$ cat src/rtl/drfuzz_stim_harness.sv
// Fuzz stimulus harness: buffers frames, sequences DUT reset/run/drain and keeps a sticky coverage map.
// Optional DRFUZZ_COVER_COUNT_EN adds a registered population count of the coverage map.
module drfuzz_stim_harness #(
    parameter int FuzzInWidth = 176,
    parameter int CoverWidth  = 634,
    parameter int FifoDepth   = 16,
    parameter int ResetCycles = 4,
    parameter int DrainCycles = 2
) (
    input  logic                   clk_i,
    input  logic                   rst_ni,
    input  logic                   meta_rst_ni,
    input  logic                   frame_valid_i,
    input  logic [FuzzInWidth-1:0] frame_data_i,
    output logic                   frame_ready_o,
    input  logic                   start_i,
    output logic                   dut_rst_no,
    output logic [FuzzInWidth-1:0] fuzz_o,
    input  logic [CoverWidth-1:0]  cover_i,
    output logic [CoverWidth-1:0]  cover_map_o,
    output logic                   new_cover_o,
`ifdef DRFUZZ_COVER_COUNT_EN
    output logic [$clog2(CoverWidth+1)-1:0] cover_count_o,
`endif
    output logic                   done_o
);

    localparam int AW         = $clog2(FifoDepth);
    localparam int TW         = 16;
    localparam int DRAIN_LOAD = (DrainCycles > 0) ? DrainCycles - 1 : 0;

    // state    | meaning
    // S_IDLE   | waiting for start_i after reset
    // S_DUTRST | DUT held in reset for ResetCycles cycles
    // S_RUN    | one buffered frame popped to fuzz_o per cycle
    // S_DRAIN  | coverage settles for DrainCycles cycles
    // S_DONE   | run finished, waiting for next start_i
    typedef enum logic [2:0] {S_IDLE, S_DUTRST, S_RUN, S_DRAIN, S_DONE} state_t;

    state_t                  state_q, state_d;
    logic [TW-1:0]           timer_q, timer_d;
    logic [AW:0]             wr_ptr_q, wr_ptr_d;
    logic [AW:0]             rd_ptr_q, rd_ptr_d;
    logic [CoverWidth-1:0]   map_q, map_d;
    logic                    seen_new_q, seen_new_d;
    logic                    new_cover_q, new_cover_d;
    logic                    live_q, live_d;
    logic [FuzzInWidth-1:0]  fifo_mem [FifoDepth];

    logic   empty, full, push, pop, empty_d, in_or, new_bits;
    state_t exit_state;

    always_comb begin
        empty      = (wr_ptr_q == rd_ptr_q);
        full       = (wr_ptr_q[AW] != rd_ptr_q[AW]) && (wr_ptr_q[AW-1:0] == rd_ptr_q[AW-1:0]);
        pop        = (state_q == S_RUN) && !empty;
        // A pop in the same cycle frees a slot, so a full buffer may still accept
        frame_ready_o = live_q && (!full || pop);
        push       = frame_valid_i && frame_ready_o;
        wr_ptr_d   = wr_ptr_q + {{AW{1'b0}}, push};
        rd_ptr_d   = rd_ptr_q + {{AW{1'b0}}, pop};
        empty_d    = (wr_ptr_d == rd_ptr_d);
        exit_state = (DrainCycles > 0) ? S_DRAIN : S_DONE;
        live_d     = 1'b1;
    end

    always_ff @(posedge clk_i or negedge rst_ni) begin
        if (!rst_ni) begin
            state_q     <= S_IDLE;
            timer_q     <= '0;
            wr_ptr_q    <= '0;
            rd_ptr_q    <= '0;
            map_q       <= '0;
            seen_new_q  <= 1'b0;
            new_cover_q <= 1'b0;
            live_q      <= 1'b0;
        end else begin
            state_q     <= state_d;
            timer_q     <= timer_d;
            wr_ptr_q    <= wr_ptr_d;
            rd_ptr_q    <= rd_ptr_d;
            map_q       <= map_d;
            seen_new_q  <= seen_new_d;
            new_cover_q <= new_cover_d;
            live_q      <= live_d;
        end
    end

    always_ff @(posedge clk_i) begin
        if (push) begin
            fifo_mem[wr_ptr_q[AW-1:0]] <= frame_data_i;
        end
    end

    // RUN is skipped entirely when nothing will be buffered at its first cycle
    always_comb begin
        state_d = state_q;
        timer_d = timer_q;
        case (state_q)
            S_IDLE, S_DONE: begin
                if (start_i) begin
                    state_d = S_DUTRST;
                    timer_d = TW'(ResetCycles - 1);
                end
            end
            S_DUTRST: begin
                if (timer_q == '0) begin
                    if (!empty_d) begin
                        state_d = S_RUN;
                    end else begin
                        state_d = exit_state;
                        timer_d = TW'(DRAIN_LOAD);
                    end
                end else begin
                    timer_d = timer_q - 1'b1;
                end
            end
            S_RUN: begin
                if (empty_d) begin
                    state_d = exit_state;
                    timer_d = TW'(DRAIN_LOAD);
                end
            end
            S_DRAIN: begin
                if (timer_q == '0) begin
                    state_d = S_DONE;
                end else begin
                    timer_d = timer_q - 1'b1;
                end
            end
            default: state_d = S_IDLE;
        endcase
    end

    always_comb begin
        in_or    = (state_q == S_RUN) || (state_q == S_DRAIN);
        map_d    = map_q;
        if (in_or) begin
            map_d = map_q | cover_i;
        end
        if (!meta_rst_ni) begin
            map_d = '0;
        end
        new_bits   = in_or && meta_rst_ni && (|(cover_i & ~map_q));
        seen_new_d = seen_new_q | new_bits;
        if ((state_q == S_IDLE || state_q == S_DONE) && start_i) begin
            seen_new_d = 1'b0;
        end
        new_cover_d = (state_d == S_DONE) && (state_q != S_DONE) && seen_new_d;
    end

    always_comb begin
        fuzz_o      = pop ? fifo_mem[rd_ptr_q[AW-1:0]] : '0;
        dut_rst_no  = live_q && (state_q != S_DUTRST);
        done_o      = (state_q == S_DONE);
        new_cover_o = new_cover_q;
        cover_map_o = map_q;
    end

`ifdef DRFUZZ_COVER_COUNT_EN
    localparam int CNT_W = $clog2(CoverWidth+1);
    logic [CNT_W-1:0] cover_count_q, cover_count_d;

    always_comb begin
        cover_count_d = '0;
        for (int i = 0; i < CoverWidth; i++) begin
            cover_count_d = cover_count_d + {{(CNT_W-1){1'b0}}, map_q[i]};
        end
    end

    always_ff @(posedge clk_i or negedge rst_ni) begin
        if (!rst_ni) begin
            cover_count_q <= '0;
        end else begin
            cover_count_q <= cover_count_d;
        end
    end

    assign cover_count_o = cover_count_q;
`endif

endmodule

$ cat config.mk
export PLATFORM = sky130hd
export DESIGN_NAME = drfuzz_stim_harness
export DESIGN_NICKNAME = d
export VERILOG_FILES = /design/src/rtl/drfuzz_stim_harness.sv
export SDC_FILE = /design/constraint.sdc
export NUM_CORES = 2
export LEC_CHECK = 0
export CAP_MARGIN = 20
export CORE_AREA = 5 5 635 637
export DETAILED_ROUTE_END_ITERATION = 10
export DIE_AREA = 0 0 640 642
export PLACE_DENSITY_LB_ADDON = 0.25
export SLEW_MARGIN = 25
export SYNTH_ARGS = -nofsm -noshare
export SYNTH_HDL_FRONTEND = slang
export SYNTH_SLANG_ARGS = --single-unit
export TNS_END_PERCENT = 20
$ cat constraint.sdc
create_clock -name clk_i -period 16.02 [get_ports clk_i]
set_input_delay 4.005 -clock clk_i [delete_from_list [all_inputs] [get_ports clk_i]]
set_output_delay 4.005 -clock clk_i [all_outputs]
set_load 0.02 [all_outputs]
==> Implementation_results.wiki <==
{| class="wikitable"
! Metric !! Value
|-
| Outcome || complete, no violations
|-
| WHS Endpoint || timer_q[15]
|-
| Root cell of the clock tree || clkbuf_16
|-
| Sum of buffers and inverters on the critical path || 4
|-
| Category of the worst setup path launch point || register
|-
| Hold Worst Slack || 479 ps
|-
| Min-delay worst type || reg -> reg
|-
| Total wire length after detailed routing || 602000 um
|-
| Switching power || 6.44 mW
|-
| Number of setup buffers added after CTS || 0
|-
| CP cell instances || nand2b_4, buf_4, buf_4, buf_4, o221ai_1, o22ai_1, a211oi_1, clkdlybuf4s50_1
|-
| CP Data Arrival Time || 6220 ps
|-
| Most numerous cell on the critical path || buf_4
|-
| Via count normalized by instance count || 5.43
|-
| Part of the power in the clock network || 0.366
|-
| Share of the cycle needed by the critical path after routing || 0.638
|-
| Grt ovf || 0
|-
| Setup slack on the worst flop-to-flop path || 9650 ps
|-
| Fmax || 97.8 MHz
|-
| Total track usage || 0.284
|-
| Dominant synthesized flop cell || edfxtp_1
|-
| Clk Latency, worst-skew pair || 940 ps
|-
| Final antenna-violating net count || 0
|-
| Worst clock skew on the final layout || 54.3 ps
|-
| Delay of the slowest cell on the worst path || 920 ps
|-
| Number of enable-type register cells in the synthesized netlist || 2816
|-
| RSZ-0062 raised after global routing || no
|-
| Antenna violations before repair || 264
|-
| Sequential cell area fraction in the yosys report || 0.732
|-
| Worst setup timing slack at the placement stage || 6060 ps
|-
| Proportion of power drawn by flip-flops and latches || 0.452
|-
| Startpoint-to-endpoint class of the critical path || reg -> out
|-
| Final-report setup violation count || 0
|-
| Number of rows created at floorplan || 232
|-
| Min-delay src || timer_q[15]
|-
| Reg2Reg Capture Point || fifo_mem[12][154]
|-
| Count of yosys warnings during synthesis || 0
|-
| Final hold violation count || 0
|-
| Core Area || 0.397 mm2
|-
| Post-detailed-route DRC marker count || 0
|-
| Summed negative setup slack over all endpoints || 0 ps
|-
| Most used cells in the layout excluding fill and tap cells || 2816 x edfxtp_1, 1615 x clkdlybuf4s50_1, 686 x a21oi_1, 662 x dfrtp_1, 525 x mux2i_1
|-
| FF+latch count, synth || 3482
|-
| Vias in the first global route || 83600
|-
| Clock tree from TritonCTS || done
|-
| # port buffers || 1628
|-
| Total clock buffers created by CTS || 378
|-
| Count of different cell masters after synthesis || 53
|-
| Largest delay contributor family on the critical path || buffers and inverters
|-
| Leakage || 56.5 nW
|-
| Headroom to the max-slew limit || 0.0948
|-
| Starting Density || 0.348
|-
| Iter 0 DRT Violations || 8695
|-
| Ratio of cells with drive above 1 in the final layout || 0.122
|-
| H-tree level count || 5
|-
| Element type at the critical path end || output port
|-
| Largest cells by area after synthesis || edfxtp_1 61%, dfrtp_1 12%, mux4_2 5.8%
|-
| Ports placed on the boundary || 1629
|-
| Buffers from clock root to sink, at most || 4
|-
| Power density normalized to cell area || 135 mW/mm2
|-
| Fin nets || 10900
|-
| Cell accounting for the most synthesized area || edfxtp_1
|-
| Share of the synthesized area in the top cell type || 0.612
|-
| Post_cts resized || 0
|-
| Logic depth of the worst register-to-register path || 9
|-
| Post-synthesis instance area || 0.138 mm2
|-
| Syn nets || 9194
|-
| VDD IR-drop max || 0.131 mV
|-
| Worst flop-to-flop path startpoint || rd_ptr_q[2]
|-
| Fin worst setup slack || 5800 ps
|-
| Final number of max-transition violations || 0
|-
| Required time of the critical path || 12020 ps
|-
| Proportion of total power due to net switching || 0.274
|-
| Clock period minus worst slack || 10220 ps
|-
| Count of max-cap constraint violations || 0
|-
| Maximum number of pins on one net before global-route repair || 204
|-
| Wire length of the first global-routing pass || 790000 um
|-
| Number of buffers added to fix hold violations after cts || 0
|-
| Critical Path Fanout Max || 53
|-
| Number of fillers in the final layout || 35300
|-
| WL per Instance || 38.1 um
|-
| Share of total power in combinational logic || 0.182
|-
| Internal portion of total power || 17.0 mW
|-
| Total clock sinks || 3482
|-
| Area growth from synthesis to final layout || 25.4%
|-
| Number of detailed-routing iterations run before antenna repair || 7
|-
| Number of stages on the worst hold path || 1
|-
| Reg clk slew, reported paths || 60 ps
|-
| Via count || 85700
|-
| Post-DP HPWL || 414000 um
|-
| Vertical extent of the die || 642 um
|-
| Die X-Extent || 640 um
|-
| Transition time at the pin with the least slew margin || 1360 ps
|-
| Syn_area_per_cell || 16.5 um2
|-
| Most common library cell in the layout ignoring fill and taps || edfxtp_1
|-
| Asr flop ratio synth || 0.191
|-
| Cells after synthesis || 8373
|-
| Slowest stage cell, crit path || dfrtp_4
|-
| Placer Congestion || 0.991
|-
| Total Die Area || 0.411 mm2
|}
## stage by stage
stage	instances	power (mW)	cell area, um2	util
CTS	15600	23.7	173000	0.435
global placement	14900	15.0	161000	0.404
global route	15700	24.3	173000	0.436
finish	15800	23.5	173000	0.436
detailed placement	14900	15.1	161000	0.404
floorplan	8373	13.4	138000	-
## metal layers
layer / vias up / global-route usage / wire length, um
met4: 158 / 0.195 / 47800
met3: 1120 / 0.0806 / 49500
met5: - / 0 / 1050
met2: 3472 / 0.457 / 286000
met1: 44800 / 0.329 / 217000
li1: 36200 / - / -
## cell usage after synthesis (2+ instances only)
cell	count
edfxtp_1	2816
a21oi_1	686
dfrtp_1	666
mux2i_1	525
nor2b_1	506
nand2b_1	435
mux4_2	355
clkbuf_1	292
inv_1	217
o22ai_1	206
nand2_1	196
o21ai_0	181
o221ai_1	177
a211oi_1	176
mux2_2	175
nor2_1	169
o2111ai_1	142
o21a_1	134
buf_2	124
nor4_1	41
buf_1	38
nor3_1	18
nand4_1	14
nand3_1	10
xnor2_1	10
a31oi_1	9
xor2_1	8
ha_1	6
buf_4	5
and2_1	4
nand3b_1	3
o2bb2ai_1	3
and3_1	2
o21ai_1	2
or2_2	2
or3_1	2
or4_1	2
## how the worst max path moves through the flow
stage,slack [ps],from,to,cells past startpoint
final,5800,rd_ptr_q[1],fuzz_o[68],8
after global routing,5390,rd_ptr_q[0],fuzz_o[1],9
after CTS,5000,rd_ptr_q[0],fuzz_o[4],9
after detailed placement,6060,rd_ptr_q[0],fuzz_o[4],9
after global placement,5990,rd_ptr_q[0],fuzz_o[4],9
after floorplan,-1190,frame_valid_i,fifo_mem[3][0],4
## sequential cells by signal, indices dropped and copies added, names as in the netlist
signal / cells
seen_new_q: 1
state_q: 3
live_q: 1
wr_ptr_q: 5
fifo_mem: 2816
rd_ptr_q: 5
timer_q: 16
cover_map_o: 634
new_cover_o: 1
## area by class of cell
type                            instances  area, um2  area share
Timing Repair Buffer                 1763      17700       0.102
Sequential cell                      3482     101000       0.584
Clock buffer                          488      10100      0.0584
Clock inverter                        201       1880      0.0108
Antenna cell                          144        360     0.00208
Tap cell                             5265       6590      0.0380
Inverter                              218        818     0.00472
Multi-Input combinational cell       4214      34600       0.199
## cell families (layout without fill, tap and decap cells)
family / after synthesis / in the layout / synth area share
flops: 3482 / 3482 / 0.732
other cells: 1 / 145 / 0.0000271
xor+xnor: 19 / 19 / 0.00126
buf+inv: 677 / 2670 / 0.0196
fa+ha+maj: 6 / 6 / 0.000543
mux: 1055 / 1055 / 0.110
simple gates: 1409 / 1409 / 0.0571
compound gates: 1724 / 1724 / 0.0790
## power by group through the flow
stage | Sequential [mW] | Clock [mW] | Combinational [mW]
6_report | 10.6 | 8.58 | 4.28
5_1_grt | 10.6 | 9.11 | 4.51
4_1_cts | 10.6 | 8.75 | 4.29
3_5_place_dp | 10.8 | 0 | 4.28
3_3_place_gp | 10.8 | 0 | 4.24
2_1_floorplan | 11.0 | 0 | 2.42
No activity file was read; power rests on OpenSTA's default activity.
